**config.mk**
```make
export PLATFORM = sky130hd
export DESIGN_NAME = arbiter_burst_mux
export DESIGN_NICKNAME = d
export VERILOG_FILES = /design/src/rtl/arbiter_burst_pkg.sv /design/src/rtl/arb_onehot_enc.sv /design/src/rtl/arbiter_burst_mux.sv
export SDC_FILE = /design/constraint.sdc
export NUM_CORES = 1
export LEC_CHECK = 0
export BUFFER_PORTS_ARGS = -buffer_cell sky130_fd_sc_hd__clkbuf_2
export CELL_PAD_IN_SITES_DETAIL_PLACEMENT = 0
export CELL_PAD_IN_SITES_GLOBAL_PLACEMENT = 1
export CORE_ASPECT_RATIO = 1.75
export CORE_UTILIZATION = 28
export CTS_BUF_LIST = sky130_fd_sc_hd__clkbuf_16
export DETAILED_ROUTE_END_ITERATION = 8
export GPL_ROUTABILITY_DRIVEN = 0
export PLACE_DENSITY = 0.77
export SETUP_SLACK_MARGIN = 0.3
export SLEW_MARGIN = 5
export SYNTH_ARGS = -nofsm -noshare
export SYNTH_HDL_FRONTEND = slang
export SYNTH_SLANG_ARGS = --single-unit
export TNS_END_PERCENT = 30
```
**constraint.sdc**
```tcl
create_clock -name clk -period 1.59 [get_ports clk]
set_clock_uncertainty 0.05 [all_clocks]
set_input_delay 0.159 -clock clk [delete_from_list [all_inputs] [get_ports clk]]
set_output_delay 0.159 -clock clk [all_outputs]
set_load 0.05 [all_outputs]
```
**src/rtl/arbiter_burst_pkg.sv**
```systemverilog
// Shared state encoding and ID-width helper for the burst mux that sits behind
// the interleaved weighted round-robin arbiter.
package arbiter_burst_pkg;

    typedef enum logic {
        ST_IDLE = 1'b0,
        ST_XFER = 1'b1
    } burst_state_e;

    // A single requester still needs a 1-bit ID field.
    function automatic int id_width(input int n);
        return (n > 1) ? $clog2(n) : 1;
    endfunction

endpackage

```
**src/rtl/arb_onehot_enc.sv**
```systemverilog
// One-hot to binary encoder; if several bits are set, the lowest one wins.
module arb_onehot_enc #(
    parameter int P_N     = 4,
    parameter int P_IDX_W = 2
) (
    input  logic [P_N-1:0]     onehot_i,
    output logic [P_IDX_W-1:0] idx_o,
    output logic               any_o
);

    always_comb begin
        idx_o = '0;
        for (int i = P_N - 1; i >= 0; i--) begin
            if (onehot_i[i]) begin
                idx_o = P_IDX_W'(i);
            end
        end
    end

    assign any_o = |onehot_i;

endmodule

```
**src/rtl/arbiter_burst_mux.sv**
```systemverilog
// Burst mux behind the WRR arbiter: accepts a grant, then forwards L+1 beats of
// the granted requester onto one registered valid/ready channel.
// ARBITER_BURST_MUX_FASTGRANT_EN: accept the next grant on the last beat (no bubble).
//
// state   | meaning
// ST_IDLE | no burst active; any grant is accepted this cycle
// ST_XFER | forwarding beats of requester sel_q, cnt_q beats left after this one
module arbiter_burst_mux
    import arbiter_burst_pkg::*;
#(
    parameter int P_REQUESTER_NUM   = 4,
    parameter int P_DATA_W          = 32,
    parameter int P_NUM_GRANT_REQ_W = 3
) (
    input  logic                                         clk,
    input  logic                                         rst_n,
    input  logic [P_REQUESTER_NUM-1:0]                   grant_valid_i,
    output logic                                         grant_ready_o,
    output logic [P_NUM_GRANT_REQ_W-1:0]                 num_grant_req_o,
    input  logic [P_REQUESTER_NUM*P_NUM_GRANT_REQ_W-1:0] req_len_i,
    input  logic [P_REQUESTER_NUM-1:0]                   s_valid_i,
    input  logic [P_REQUESTER_NUM*P_DATA_W-1:0]          s_data_i,
    output logic [P_REQUESTER_NUM-1:0]                   s_ready_o,
    output logic                                         m_valid_o,
    output logic [P_DATA_W-1:0]                          m_data_o,
    output logic [id_width(P_REQUESTER_NUM)-1:0]         m_id_o,
    output logic                                         m_last_o,
    input  logic                                         m_ready_i
);

    localparam int ID_W  = id_width(P_REQUESTER_NUM);
    localparam int LEN_W = P_NUM_GRANT_REQ_W;

    burst_state_e          state_q, state_d;
    logic [ID_W-1:0]       sel_q, sel_d;
    logic [LEN_W-1:0]      cnt_q, cnt_d;

    logic                  m_valid_q;
    logic [P_DATA_W-1:0]   m_data_q;
    logic [ID_W-1:0]       m_id_q;
    logic                  m_last_q;

    logic [ID_W-1:0]       grant_idx;
    logic                  grant_any;
    logic [LEN_W-1:0]      grant_len;
    logic                  slot_free;
    logic                  beat_acc;

    arb_onehot_enc #(
        .P_N     (P_REQUESTER_NUM),
        .P_IDX_W (ID_W)
    ) u_grant_enc (
        .onehot_i (grant_valid_i),
        .idx_o    (grant_idx),
        .any_o    (grant_any)
    );

    assign grant_len       = grant_any ? req_len_i[int'(grant_idx)*LEN_W +: LEN_W] : '0;
    assign num_grant_req_o = grant_len;
    assign slot_free       = ~m_valid_q | m_ready_i;

    always_comb begin
        state_d       = state_q;
        sel_d         = sel_q;
        cnt_d         = cnt_q;
        grant_ready_o = 1'b0;
        s_ready_o     = '0;
        beat_acc      = 1'b0;

        case (state_q)
            ST_IDLE: begin
                grant_ready_o = grant_any;
                if (grant_any) begin
                    sel_d   = grant_idx;
                    cnt_d   = grant_len;
                    state_d = ST_XFER;
                end
            end
            ST_XFER: begin
                s_ready_o[sel_q] = slot_free;
                beat_acc         = s_valid_i[sel_q] & slot_free;
                if (beat_acc) begin
                    if (cnt_q == '0) begin
                        state_d = ST_IDLE;
`ifdef ARBITER_BURST_MUX_FASTGRANT_EN
                        // Chain straight into the next burst without an IDLE cycle.
                        grant_ready_o = grant_any;
                        if (grant_any) begin
                            sel_d   = grant_idx;
                            cnt_d   = grant_len;
                            state_d = ST_XFER;
                        end
`endif
                    end else begin
                        cnt_d = cnt_q - 1'b1;
                    end
                end
            end
            default: state_d = ST_IDLE;
        endcase
    end

    always_ff @(posedge clk or negedge rst_n) begin
        if (!rst_n) begin
            state_q <= ST_IDLE;
            sel_q   <= '0;
            cnt_q   <= '0;
        end else begin
            state_q <= state_d;
            sel_q   <= sel_d;
            cnt_q   <= cnt_d;
        end
    end

    // Output slot: load on accept, drain on ready, otherwise hold.
    always_ff @(posedge clk or negedge rst_n) begin
        if (!rst_n) begin
            m_valid_q <= 1'b0;
            m_data_q  <= '0;
            m_id_q    <= '0;
            m_last_q  <= 1'b0;
        end else if (beat_acc) begin
            m_valid_q <= 1'b1;
            m_data_q  <= s_data_i[int'(sel_q)*P_DATA_W +: P_DATA_W];
            m_id_q    <= sel_q;
            m_last_q  <= (cnt_q == '0);
        end else if (m_ready_i) begin
            m_valid_q <= 1'b0;
        end
    end

    assign m_valid_o = m_valid_q;
    assign m_data_o  = m_data_q;
    assign m_id_o    = m_id_q;
    assign m_last_o  = m_last_q;

endmodule
```
# Word level (Yosys, flattened, before mapping)

Index checks and enable logic that the tools add are counted.

Bits in registers: 42
Bits in latches: 0
Memory bits (writable): 0
Memory bits (read-only): 0
Output and inout port bits: 44
Word-level logic and storage cells: 49
Memories kept: 0

Add/subtract/negate cells: 1
Multipliers: 1
Div/mod/pow operators: 0
Magnitude comparators: 2
Equality and inequality tests: 3
Shift-type cells: 2
Mux-type cells: 22
Bitwise logic cells: 5
Reduce and logical (&&, ||, !) cells: 6

Operators with widths:

| cell                | count |
|---|---|
| $shiftx 128x8->32   | 1 |
| $mux 3              | 4 |
| $shiftx 12x5->3     | 1 |
| $mux 1              | 9 |
| $mux 2              | 4 |
| $pmux 3 s2          | 1 |
| $and 4x4->4         | 1 |
| $mul 2x2->4 const B | 1 |
| $mux 4              | 1 |
| $ne 2x2->1 const B  | 2 |
| $reduce_or 4->1     | 1 |
| $logic_not 3->1     | 1 |
| $lt 2x3->1 const B  | 1 |
| $reduce_and 3->1    | 1 |
| $sub 3x1->3 const B | 1 |
| $bmux 1 s2          | 1 |
| $demux 1 s2         | 1 |
| $ge 2x1->1 const B  | 1 |
| $ne 2x1->1 const B  | 1 |
| $not 1->1           | 2 |
| $pmux 1 s2          | 1 |
| $reduce_and 2->1    | 1 |
| $reduce_bool 2->1   | 1 |
| $and 1x1->1         | 1 |
| 2 further kinds     | 2 |

# Logic depth before layout (Yosys ltp)

Gate-level depths: netlist of the first run.

Depth in word-level cells: 9
Mapped depth: 6

# Cells and area by module

From an unflattened synthesis of the first run, not the netlist that was laid out.

Cells, all modules: 177
Area total of the unflattened synthesis: 2642.5 um^2

Modules (own cells, without submodules):

| module            | instances | cells each | area an instance (um^2) | sequential area each (um^2) |
|---|---|---|---|---|
| arbiter_burst_mux | 1         | 170        | 2607.5                  | 1051.0 |
| arb_onehot_enc    | 1         | 7          | 35.0                    | 0.0 |

# Worst setup path after synthesis of the first run

Ideal clock, no wire load.

Path kind: register -> output
From: register m_valid_q, in the netlist m_valid_o
To: output port s_ready_o[0]
Data arrival time: 1.948 ns
Required time: 1.381 ns
Setup slack: -0.567 ns
Cell stages (with the launch flop): 4
Path buffers: 0
Cell sequence: dfrtp_1 nand2b_1 nand2_1 nor3_1

Longest elaborated chain between the ends: 4

Ends and longest elaborated chain:

| element                | RTL line                 | source |
|---|---|---|
| start, declared        | arbiter_burst_mux.sv:38  | `logic m_valid_q;` |
| start signal, assigned | arbiter_burst_mux.sv:118 | `m_valid_q <= 1'b0;` |
| start signal, assigned | arbiter_burst_mux.sv:123 | `m_valid_q <= 1'b1;` |
| start signal, assigned | arbiter_burst_mux.sv:128 | `m_valid_q <= 1'b0;` |
| $not 1->1              | arbiter_burst_mux.sv:60  | `assign slot_free = ~m_valid_q \| m_ready_i;` |
| $or 1x1->1             | arbiter_burst_mux.sv:60  |  |
| $and 4x4->4 (no line)  | -                        |  |
| $mux 4                 | arbiter_burst_mux.sv:70  | `case (state_q)` |
| end, declared          | arbiter_burst_mux.sv:23  | `output logic [P_REQUESTER_NUM-1:0] s_ready_o,` |

Every way passes these cells.

# Worst setup path in the final report of the first run

From: register sel_q[0]
To: register m_data_q[27], in the netlist m_data_o[27]

Longest elaborated chain between the ends: 4
Elaborated cells on any way between the ends: 5
Those cells by class: 1 x shift; 3 x mux; 1 x bitwise

Ends and longest elaborated chain:

| element                                                   | RTL line                 | source |
|---|---|---|
| start, declared                                           | arbiter_burst_mux.sv:35  | `logic [ID_W-1:0] sel_q, sel_d;` |
| start signal, assigned                                    | arbiter_burst_mux.sv:110 | `sel_q <= sel_d;` |
| branches (longest 4 deep; another with $shiftx 128x8->32) | -                        |  |
| end signal, assigned                                      | arbiter_burst_mux.sv:124 | `m_data_q <= s_data_i[int'(sel_q)*P_DATA_W +: P_DATA_W];` |
| end, declared                                             | arbiter_burst_mux.sv:39  | `logic [P_DATA_W-1:0] m_data_q;` |

Several ways; the timed one is not identified. The select of a mux whose other input is x is not followed.
A chain may end at the register's enable or synchronous reset.

==> results.json, run 1 <==
{
  "worst_slew_pin_slew_ns": 0.504,
  "power.switching_mw": 4.68,
  "initial_core_util_pct": 28.9,
  "drc": 0,
  "p_clk_share_pct": 10.7,
  "antenna_left": 0,
  "syn_area_um2": 2760,
  "dp_hpwl_um": 6780,
  "vias": 2592,
  "drv_cap": 0,
  "die_h_um": 133,
  "detailedRoute.firstIterationViolations": 86,
  "violations": "setup timing",
  "r2r_slack_ns": -0.17,
  "p_sw_share_pct": 44.5,
  "h-tree-depth": 2,
  "num_rows": 47,
  "viasPerCell": 4.92,
  "final_max_slew_viol_count": 0,
  "timing.final.ws_setup_ns": -0.175,
  "final-seq-area_um2": 1060,
  "arrival_ns": 1.88,
  "clk-insertion-delay-late_ns": 0.28,
  "clk_pin_slew_ns": 0.06,
  "p_int_mw": 5.84,
  "ir_worst_vdd_v": 0.000905,
  "crit_required_ns": 1.71,
  "dpl.cell_count": 508,
  "endpoint_kind": "register",
  "async_reset_ff_share_pct": 100,
  "root_buffer": "clkbuf_16",
  "synth_nets": 347,
  "rsz0062_at_grt": "true",
  "syn_inst": 194,
  "ys.flop_type": "dfrtp_1",
  "cts_num_sinks": 42,
  "drive_above_1_share_pct": 76.3,
  "track_usage_pct": 17.8,
  "power_density_nw_per_um2": 2250,
  "yosys_warnings": 0,
  "p_seq_share_pct": 19.0,
  "fillers": 891,
  "nNetsFinal": 558,
  "die_area_um2": 10300,
  "total_power_mw": 10.5,
  "post-place-ws_ns": -0.162,
  "hp-class": "in -> reg",
  "grt_pass1_vias": 2783,
  "place_area_um2": 3980,
  "ys_seq_area_share_pct": 38.1,
  "drt_wl_total_um": 9220,
  "period_share_pct": 111,
  "crit_fanout": 12,
  "wire_per_inst_um": 17.5,
  "synth_area_per_cell_um2": 14.2,
  "pin_count": 195,
  "yosysUniqueCellTypes": 38,
  "fin_crit_ns": 1.76,
  "diodes": 0,
  "antenna_found_initial": 0,
  "outcome": "finished with violations",
  "cts.path.max_buffers": 2,
  "drtPass1Iterations": 4,
  "hold_slack_ns": 0.141,
  "area_delta_synth_final_pct": 69.9,
  "multi_input_area_um2": 1750,
  "grt-ovfl-total": 0,
  "fmax_ghz": 0.567,
  "final-setup-viol-count": 39,
  "instances_no_fill": 527,
  "relSlewSlack_pct": 66.4,
  "p_leak_nw": 2.30,
  "cts_tree": "done",
  "critPathKind": "reg -> reg",
  "grt_start_max_net_pins": 26,
  "coreArea_um2": 9530,
  "stdcell_area_um2": 4690,
  "synth_seq_cells": 42,
  "numPortBuffers": 194,
  "die_x_um": 77.0,
  "combPwrFrac_pct": 70.3,
  "synth_edf_count": 0,
  "finalHoldViolations": 0,
  "worstSetupStartpointType": "register",
  "grt_pass1_wl_um": 13900,
  "cts_buffers": 5
}
==> metal layers <==
layer | global-route usage (%) | vias to the layer above | part of all wire [%]
met5 | 0 | - | 0
met2 | 34.9 | 112 | 59
li1 | - | 1196 | -
met1 | 18.3 | 1269 | 34
met3 | 2.88 | 15 | 4.5
met4 | 6.71 | 0 | 2.5
==> power groups by stage <==
stage	combinational, mW	clock, mW	sequential (mW)
after global placement	5.88	0	1.98
after CTS	7.01	1.15	1.99
final	7.40	1.12	2.00
after detailed placement	5.98	0	2.00
after floorplan	3.03	0	3.53
after global routing	7.79	1.20	2.05
==> cell usage after synthesis, types with 2 or more instances <==
| cell | instances | area share [%] |
|---|---|---|
| a21o_1 | 3 | 0.82 |
| nand3_1 | 2 | 0.36 |
| and3_1 | 2 | 0.45 |
| o21ai_0 | 4 | 0.73 |
| clkbuf_1 | 5 | 0.68 |
| o211ai_1 | 3 | 0.82 |
| nand2_1 | 2 | 0.27 |
| o221ai_1 | 2 | 0.64 |
| buf_6 | 7 | 2.9 |
| mux4_2 | 26 | 21 |
| inv_1 | 11 | 1.5 |
| nor3_1 | 3 | 0.54 |
| dfrtp_1 | 42 | 38 |
| or4_1 | 2 | 0.54 |
| o221a_2 | 2 | 0.82 |
| o21a_1 | 2 | 0.54 |
| nor2_1 | 8 | 1.1 |
| mux2_1 | 3 | 1.2 |
| nand2b_1 | 3 | 0.68 |
| a21oi_1 | 7 | 1.3 |
| mux2_2 | 31 | 13 |
| ha_1 | 2 | 0.91 |
| mux4_1 | 7 | 6.7 |
==> area by class of cell <==
class | count | area share [%]
Multi-Input combinational cell | 126 | 37.4
Timing Repair Buffer | 219 | 32.4
Sequential cell | 42 | 22.5
Tap cell | 122 | 3.26
Clock buffer | 5 | 2.67
Inverter | 11 | 1.01
Clock inverter | 2 | 0.721
==> kinds of logic after synthesis <==
| kind of cell | count (synthesis) | synth area share (%) |
|---|---|---|
| simple gates | 29 | 6.22 |
| compound gates | 27 | 6.72 |
| flops | 42 | 38.1 |
| fa+ha+maj | 2 | 0.907 |
| mux | 68 | 42.2 |
| buf+inv | 26 | 5.90 |
==> stage by stage <==
step | TNS [ns] | utilization [%]
2_1_floorplan | -1.65 | -
3_3_place_gp | -3.98 | 41.8
3_5_place_dp | -4.61 | 41.8
4_1_cts | -5.92 | 47.3
5_1_grt | -7.01 | 49.2
6_report | -5.33 | 49.2
==> timing repair <==
| action | CTS | global route |
|---|---|---|
| endpoints found under the hold margin | 17 | 0 |
| buffers inserted | 5 | 0 |
| cloned | 4 | 2 |
| hold buffers | 1 | 0 |
| setup endpoints to repair | 48 | 49 |
| pin swaps | 5 | 8 |
| resized for setup | 42 | 43 |
==> layout by cell type (no fill, tap or decap), types with 2 or more instances in the layout <==
cell / netlist / routed
ha_1: 2 / 2
dfrtp_1: 42 / 38
mux2_2: 31 / 13
clkbuf_16: 0 / 8
mux2_4: 0 / 20
inv_1: 11 / 9
a21oi_2: 0 / 2
nor3_4: 0 / 2
mux4_1: 7 / 7
buf_16: 0 / 5
o211ai_1: 3 / 3
o21a_1: 2 / 2
mux4_2: 26 / 26
nor2_1: 8 / 6
o221ai_1: 2 / 2
o21ai_0: 4 / 4
dfrtp_2: 0 / 4
nand2b_4: 0 / 2
nand3_1: 2 / 2
buf_6: 7 / 6
buf_4: 0 / 7
and3_4: 0 / 2
clkbuf_2: 0 / 182
buf_8: 1 / 7
buf_12: 0 / 8
a21oi_1: 7 / 4
a21o_1: 3 / 3
==> worst max-delay path, stage by stage (launching register included) <==
cell and delay, ns:
dfrtp_2 0.40, mux4_2 0.53, nand3_4 0.15, buf_12 0.18
mux2_2 0.34
==> state kept, by name (all words and copies together) (netlist names) <==
register,flops
state_q,1
cnt_q,3
m_id_o,2
m_valid_o,1
m_last_o,1
sel_q,2
m_data_o,32
==> worst paths after layout <==
path / depth (start not counted) / from / endpoint
max in group asynchronous: 3 / rst_n / m_data_o[26]
setup reg to reg: 4 / sel_q[0] / m_data_o[27]
min in group asynchronous: 2 / rst_n / m_data_o[16]
hold / removal: 3 / m_ready_i / m_valid_o
hold reg to reg: 1 / m_last_o / m_last_o
setup / recovery: 4 / sel_q[0] / m_data_o[27]
Note: power is estimated with default switching activity, not from simulation.
==> run 2: changes to the inputs <==
- CORE_UTILIZATION: 28 -> 27
- PLACE_DENSITY: 0.77 -> 0.76
- SYNTH_HIERARCHICAL: unset -> 1
==> results.json, run 2 <==
{
  "outcome": "finished with violations",
  "violations": "setup timing",
  "viasPerCell": 4.75,
  "grt-ovfl-total": 0,
  "vias": 2428,
  "track_usage_pct": 16.8,
  "synth_area_leaders": "dfrtp_1 (40%), mux4_2 (31%), mux2_2 (13%)",
  "cp_top_family": "simple AND/OR/NAND/NOR gates",
  "diodes": 0,
  "ys.flop_type": "dfrtp_1",
  "worstHoldEndpoint": "m_valid_o",
  "ys_seq_area_share_pct": 39.8,
  "hp-start": "m_ready_i",
  "root_buffer": "clkbuf_16",
  "r2r_start": "sel_q[0]",
  "grt_pass1_vias": 2787,
  "final-setup-viol-count": 44,
  "ir_worst_vdd_v": 0.00128,
  "largest_reg_flops": 32,
  "fin_crit_ns": 1.78,
  "drive_above_1_share_pct": 80.5,
  "crit_fanout": 3,
  "grt_start_max_net_pins": 22,
  "syn_inst": 177,
  "period_share_pct": 112,
  "h-tree-depth": 2,
  "slowest_stage": "or4_1",
  "fmax_ghz": 0.563,
  "timing.final.ws_setup_ns": -0.187,
  "relSlewSlack_pct": 66.8,
  "p_leak_nw": 2.16,
  "endpoint_kind": "register",
  "cts_tree": "done",
  "critPathKind": "reg -> reg",
  "synth_edf_count": 0,
  "slowest_delay_ns": 0.47,
  "yosysTopAreaCell": "dfrtp_1",
  "min_path_cells": 3,
  "cts.path.max_buffers": 2,
  "worst_path_most_repeated_cell": "buf_4",
  "synth_most_common_cell": "dfrtp_1",
  "rr_worst_depth": 6,
  "detailedRoute.firstIterationViolations": 67,
  "worstSetupStartpointType": "register",
  "drtPass1Iterations": 4,
  "crit_required_ns": 1.73,
  "drt_wl_total_um": 8340,
  "hp-class": "in -> reg",
  "synth_common_cells": "dfrtp_1 (42), mux4_2 (36), mux2_2 (30), nand2_1 (8), inv_1 (6)",
  "grt_pass1_wl_um": 13300,
  "antenna_found_initial": 1,
  "drc": 0,
  "nNetsFinal": 541,
  "synth_top_area_share_pct": 39.8,
  "wire_per_inst_um": 16.3,
  "arrival_ns": 1.92,
  "antenna_left": 0,
  "clk-insertion-delay-late_ns": 0.28,
  "async_reset_ff_share_pct": 100,
  "final_max_slew_viol_count": 0,
  "worst_slew_pin_slew_ns": 0.498,
  "final_common_cell": "clkbuf_2",
  "num_rows": 47,
  "yosysUniqueCellTypes": 30,
  "synth_area_per_cell_um2": 14.9,
  "synth-adder-area-share_pct": 0.947,
  "power_density_nw_per_um2": 2190,
  "syn_area_um2": 2640,
  "numPortBuffers": 194,
  "die_area_um2": 10200,
  "drv_cap": 0,
  "area_delta_synth_final_pct": 64.3,
  "initial_core_util_pct": 27.9,
  "r2r_slack_ns": -0.19,
  "synth_top_family_by_area": "multiplexers",
  "yosys_warnings": 6,
  "synth_xor_area_share_pct": 0.331,
  "utilization_pct": 45.9,
  "synth_seq_cells": 42,
  "hold_slack_ns": 0.172,
  "synth_nets": 330,
  "synth-simple-area-share_pct": 5.59,
  "synthMuxAreaShare_pct": 46.1,
  "rsz0062_at_grt": "true",
  "finalHoldViolations": 0,
  "path_cells": "mux4_2 > buf_4 > buf_4 > nand2_2 > or4_1 > o211ai_1",
  "pin_count": 195,
  "coreArea_um2": 9470,
  "worst-path-buf-inv": 2,
  "die_x_um": 76.8,
  "dp_hpwl_um": 6740,
  "final_cell_mix": "clkbuf_2 (185), dfrtp_1 (38), mux4_2 (36)",
  "cts_buffers": 5,
  "reg2reg_to": "cnt_q[1]",
  "die_h_um": 133,
  "cts_num_sinks": 42,
  "clk_pin_slew_ns": 0.06,
  "synth_compound_area_share_pct": 2.75
}
-- run 2: cell types whose count changed after synthesis, sizes merged, moves of 2 or more --
cell,change
o221ai,-2
o21a,-2
nand2,+6
inv,-5
o221a,-2
and3,-2
nor2,-3
and2,+2
a21o,-3
a21oi,-2
mux4,+3
o211ai,-2
-- run 2: per-layer routing --
| metal | routed length [um] | share of wire, % | up-vias | GRT usage, % |
|---|---|---|---|---|
| met2 | 4820 | 58 | 112 | 33.0 |
| met5 | 0 | 0 | - | 0 |
| met1 | 2880 | 35 | 1195 | 16.6 |
| met3 | 474 | 5.7 | 14 | 3.38 |
| met4 | 160 | 1.9 | 0 | 6.41 |
| li1 | - | - | 1107 | - |
-- run 2: kinds of logic after synthesis --
kind of cell,after synthesis
muxes,71
and+or+nand+nor,29
xor gates and xnor gates,1
DFF,42
buffers and inverters,20
AOI/OAI and AO/OA,12
adders and majority gates,2
-- run 2: final cells by class --
class                   count  area, um^2
clock buffers               5         125
clock inverters             3        37.5
fillers                   913        5120
inverters                   6        22.5
multi-input cells         115        1630
flip-flops and latches     42        1060
well taps                 122         153
repair buffers            218        1320
-- run 2: what timing repair did --
item | in CTS | in global routing
pin swaps | 1 | 3
setup buffers | 3 | 1
endpoints found under the hold margin | 17 | 0
cloned | 1 | 0
setup endpoints to repair | 49 | 50
hold buffers | 1 | 0
resized for setup | 39 | 15
-- run 2: per-stage QoR --
step / total power, mW / TNS (ns) / area [um^2] / std cells / setup slack, ns
after floorplan: 6.33 / -5.93 / 2720 / 177 / -0.235
after global placement: 7.63 / -4.42 / 3930 / 497 / -0.143
after detailed placement: 7.78 / -6.42 / 3930 / 497 / -0.207
after CTS: 9.51 / -6.83 / 4290 / 510 / -0.200
after global routing: 10.0 / -8.70 / 4340 / 511 / -0.244
final: 9.50 / -6.01 / 4340 / 511 / -0.187
-- run 2: how the worst max path moves through the flow --
stage | slack, ns | cells after the start | startpoint | end
after floorplan | -0.23 | 6 | sel_q[0] | m_data_o[26]
after global placement | -0.14 | 4 | sel_q[0] | m_data_o[6]
after detailed placement | -0.21 | 4 | sel_q[0] | m_data_o[22]
after CTS | -0.20 | 4 | sel_q[0] | m_data_o[12]
after global routing | -0.24 | 4 | sel_q[0] | m_data_o[15]
final | -0.19 | 6 | sel_q[0] | cnt_q[1]
-- run 2: worst reg2reg max path, delay by kind of cell, from the launching register on --
| family | cells | cell delay [ns] |
|---|---|---|
| and+or+nand+nor | 2 | 0.54 |
| DFF | 1 | 0.41 |
| AOI/OAI and AO/OA | 1 | 0.10 |
| buffers and inverters | 2 | 0.22 |
| muxes | 1 | 0.38 |
-- run 2: where the power goes --
group          leakage [nW]  internal, mW  switching [mW]
combinational          1.58          2.84            3.59
sequential            0.491          1.64           0.327
clock                0.0826         0.729           0.380
==> run 3: changes to the inputs <==
- BUFFER_PORTS_ARGS: -buffer_cell sky130_fd_sc_hd__clkbuf_2 -> unset
- CORE_UTILIZATION: 27 -> 42
- DONT_BUFFER_PORTS: unset -> 1
- PLACE_DENSITY: 0.76 -> 0.74
- clock period: 1.59 -> 1.6 ns (I/O delays scaled with it)
==> results.json, run 3 (synthesis gave the netlist of run 2 again) <==
{
  "h-tree-depth": 2,
  "crit_required_ns": 1.70,
  "worst_slew_pin_slew_ns": 0.491,
  "coreArea_um2": 5970,
  "cts_buffers": 5,
  "fin_crit_ns": 1.76,
  "nNetsFinal": 381,
  "drt_wl_total_um": 7660,
  "grt_pass1_vias": 2218,
  "finalHoldViolations": 0,
  "drv_cap": 0,
  "r2r_slack_ns": -0.16,
  "dp_hpwl_um": 6290,
  "largest_reg_flops": 32,
  "worstHoldEndpoint": "sel_q[0]",
  "track_usage_pct": 22.7,
  "setup_tns_ns": -4.62,
  "place_area_um2": 3270,
  "root_buffer": "clkbuf_16",
  "antenna_found_initial": 0,
  "clk-insertion-delay-late_ns": 0.28,
  "min_path_cells": 3,
  "hp-start": "grant_valid_i[0]",
  "rr_worst_depth": 4,
  "pin_count": 195,
  "final-setup-viol-count": 38,
  "p_leak_nw": 1.48,
  "drive_above_1_share_pct": 65.4,
  "slowest_stage": "mux4_2",
  "cp_top_family": "multiplexers",
  "grt_pass1_wl_um": 10800,
  "outcome": "finished with violations",
  "antenna_left": 0,
  "r2r_start": "sel_q[0]",
  "path_cells": "mux4_2 > nand3_4 > buf_12 > mux2_2",
  "diodes": 0,
  "die_h_um": 107,
  "endpoint_kind": "register",
  "final_max_slew_viol_count": 0,
  "area_delta_synth_final_pct": 33.0,
  "critPathKind": "reg -> reg",
  "worstSetupStartpointType": "register",
  "final_cell_mix": "buf_4 (42), dfrtp_1 (39), mux4_2 (36)",
  "timing.final.ws_setup_ns": -0.156,
  "final_common_cell": "buf_4",
  "drc": 0,
  "drtPass1Iterations": 4,
  "grt_start_max_net_pins": 43,
  "ir_worst_vdd_v": 0.00103,
  "wire_per_inst_um": 25.0,
  "cts.path.max_buffers": 2,
  "crit_fanout": 21,
  "num_rows": 37,
  "grt-ovfl-total": 0,
  "violations": "setup timing",
  "fillers": 458,
  "reg2reg_to": "m_data_o[14]",
  "stdcell_area_um2": 3510,
  "hp-class": "in -> reg",
  "relSlewSlack_pct": 67.3,
  "worst-path-buf-inv": 1,
  "die_area_um2": 6630,
  "rsz0062_at_grt": "true",
  "cts_tree": "done",
  "clk_pin_slew_ns": 0.06,
  "period_share_pct": 110,
  "viasPerCell": 6.20,
  "initial_core_util_pct": 44.2,
  "slowest_delay_ns": 0.55,
  "numPortBuffers": 0,
  "fmax_ghz": 0.569,
  "detailedRoute.firstIterationViolations": 67,
  "crit_cells": 4,
  "die_x_um": 62.0,
  "power_density_nw_per_um2": 2600,
  "vias": 1896,
  "cts_num_sinks": 42,
  "arrival_ns": 1.86
}
run 3: cell count changes in the layout (fill, tap and decap cells not counted), moves of 4 or more:
cell,delta
clkbuf_2,-185
buf_4,+30
buf_12,+8
buf_8,-5
mux2_2,+4
mux2_4,-4
run 3: worst max path at each step:
stage	slack, ns	to	from
CTS	-0.16	m_data_o[21]	sel_q[0]
finish	-0.16	m_data_o[14]	sel_q[0]
detailed placement	-0.16	m_data_o[21]	sel_q[0]
global placement	-0.11	m_data_o[14]	sel_q[0]
floorplan	-0.22	m_data_o[26]	sel_q[0]
global route	-0.19	cnt_q[1]	sel_q[0]
run 3: through the flow:
step	util (%)	hold WS [ns]	total power [mW]	setup WS (ns)	std cells
after detailed placement	54.8	-0.185	7.98	-0.163	297
after global routing	58.8	0.0483	9.60	-0.186	306
after CTS	58.4	0.0339	9.15	-0.160	306
after floorplan	-	-0.186	6.29	-0.225	177
after global placement	54.8	-0.185	7.74	-0.106	297
final	58.8	0.0330	9.13	-0.156	306
run 3: layout make-up:
type / instances / area (um^2) / share of cell area (%)
Multi-Input combinational cell: 115 / 1610 / 45.7
Sequential cell: 42 / 1050 / 30.0
Timing Repair Buffer: 58 / 599 / 17.1
Clock buffer: 5 / 125 / 3.56
Tap cell: 78 / 97.6 / 2.78
Inverter: 6 / 22.5 / 0.641
Clock inverter: 2 / 7.51 / 0.214
run 3: worst register-to-register path, cell delays in order (launching register included):
cell and delay [ns]:
dfrtp_2 0.37, mux4_2 0.55, nand3_4 0.13, buf_12 0.17
mux2_2 0.36
run 3: report_power, final:
part / leakage [nW] / switching [mW] / internal, mW / total (mW)
clock network: 0.0723 / 0.367 / 0.557 / 0.924
registers: 0.492 / 0.405 / 1.62 / 2.03
logic: 0.920 / 3.36 / 2.82 / 6.18
run 3: repair_timing:
item,4_1_cts,5_1_grt
hold buffers,2,0
setup endpoints to repair,49,50
pin swaps,0,1
hold endpoints to repair,42,0
resized for setup,14,8
buffers inserted,0,0
run 3: metal layers:
| layer | track usage (%) | vias up | part of all wire [%] |
|---|---|---|---|
| li1 | - | 791 | - |
| met1 | 20.6 | 946 | 28 |
| met2 | 43.8 | 135 | 60 |
| met3 | 4.10 | 24 | 7.2 |
| met4 | 11.1 | 0 | 4.0 |
| met5 | 0 | - | 0 |
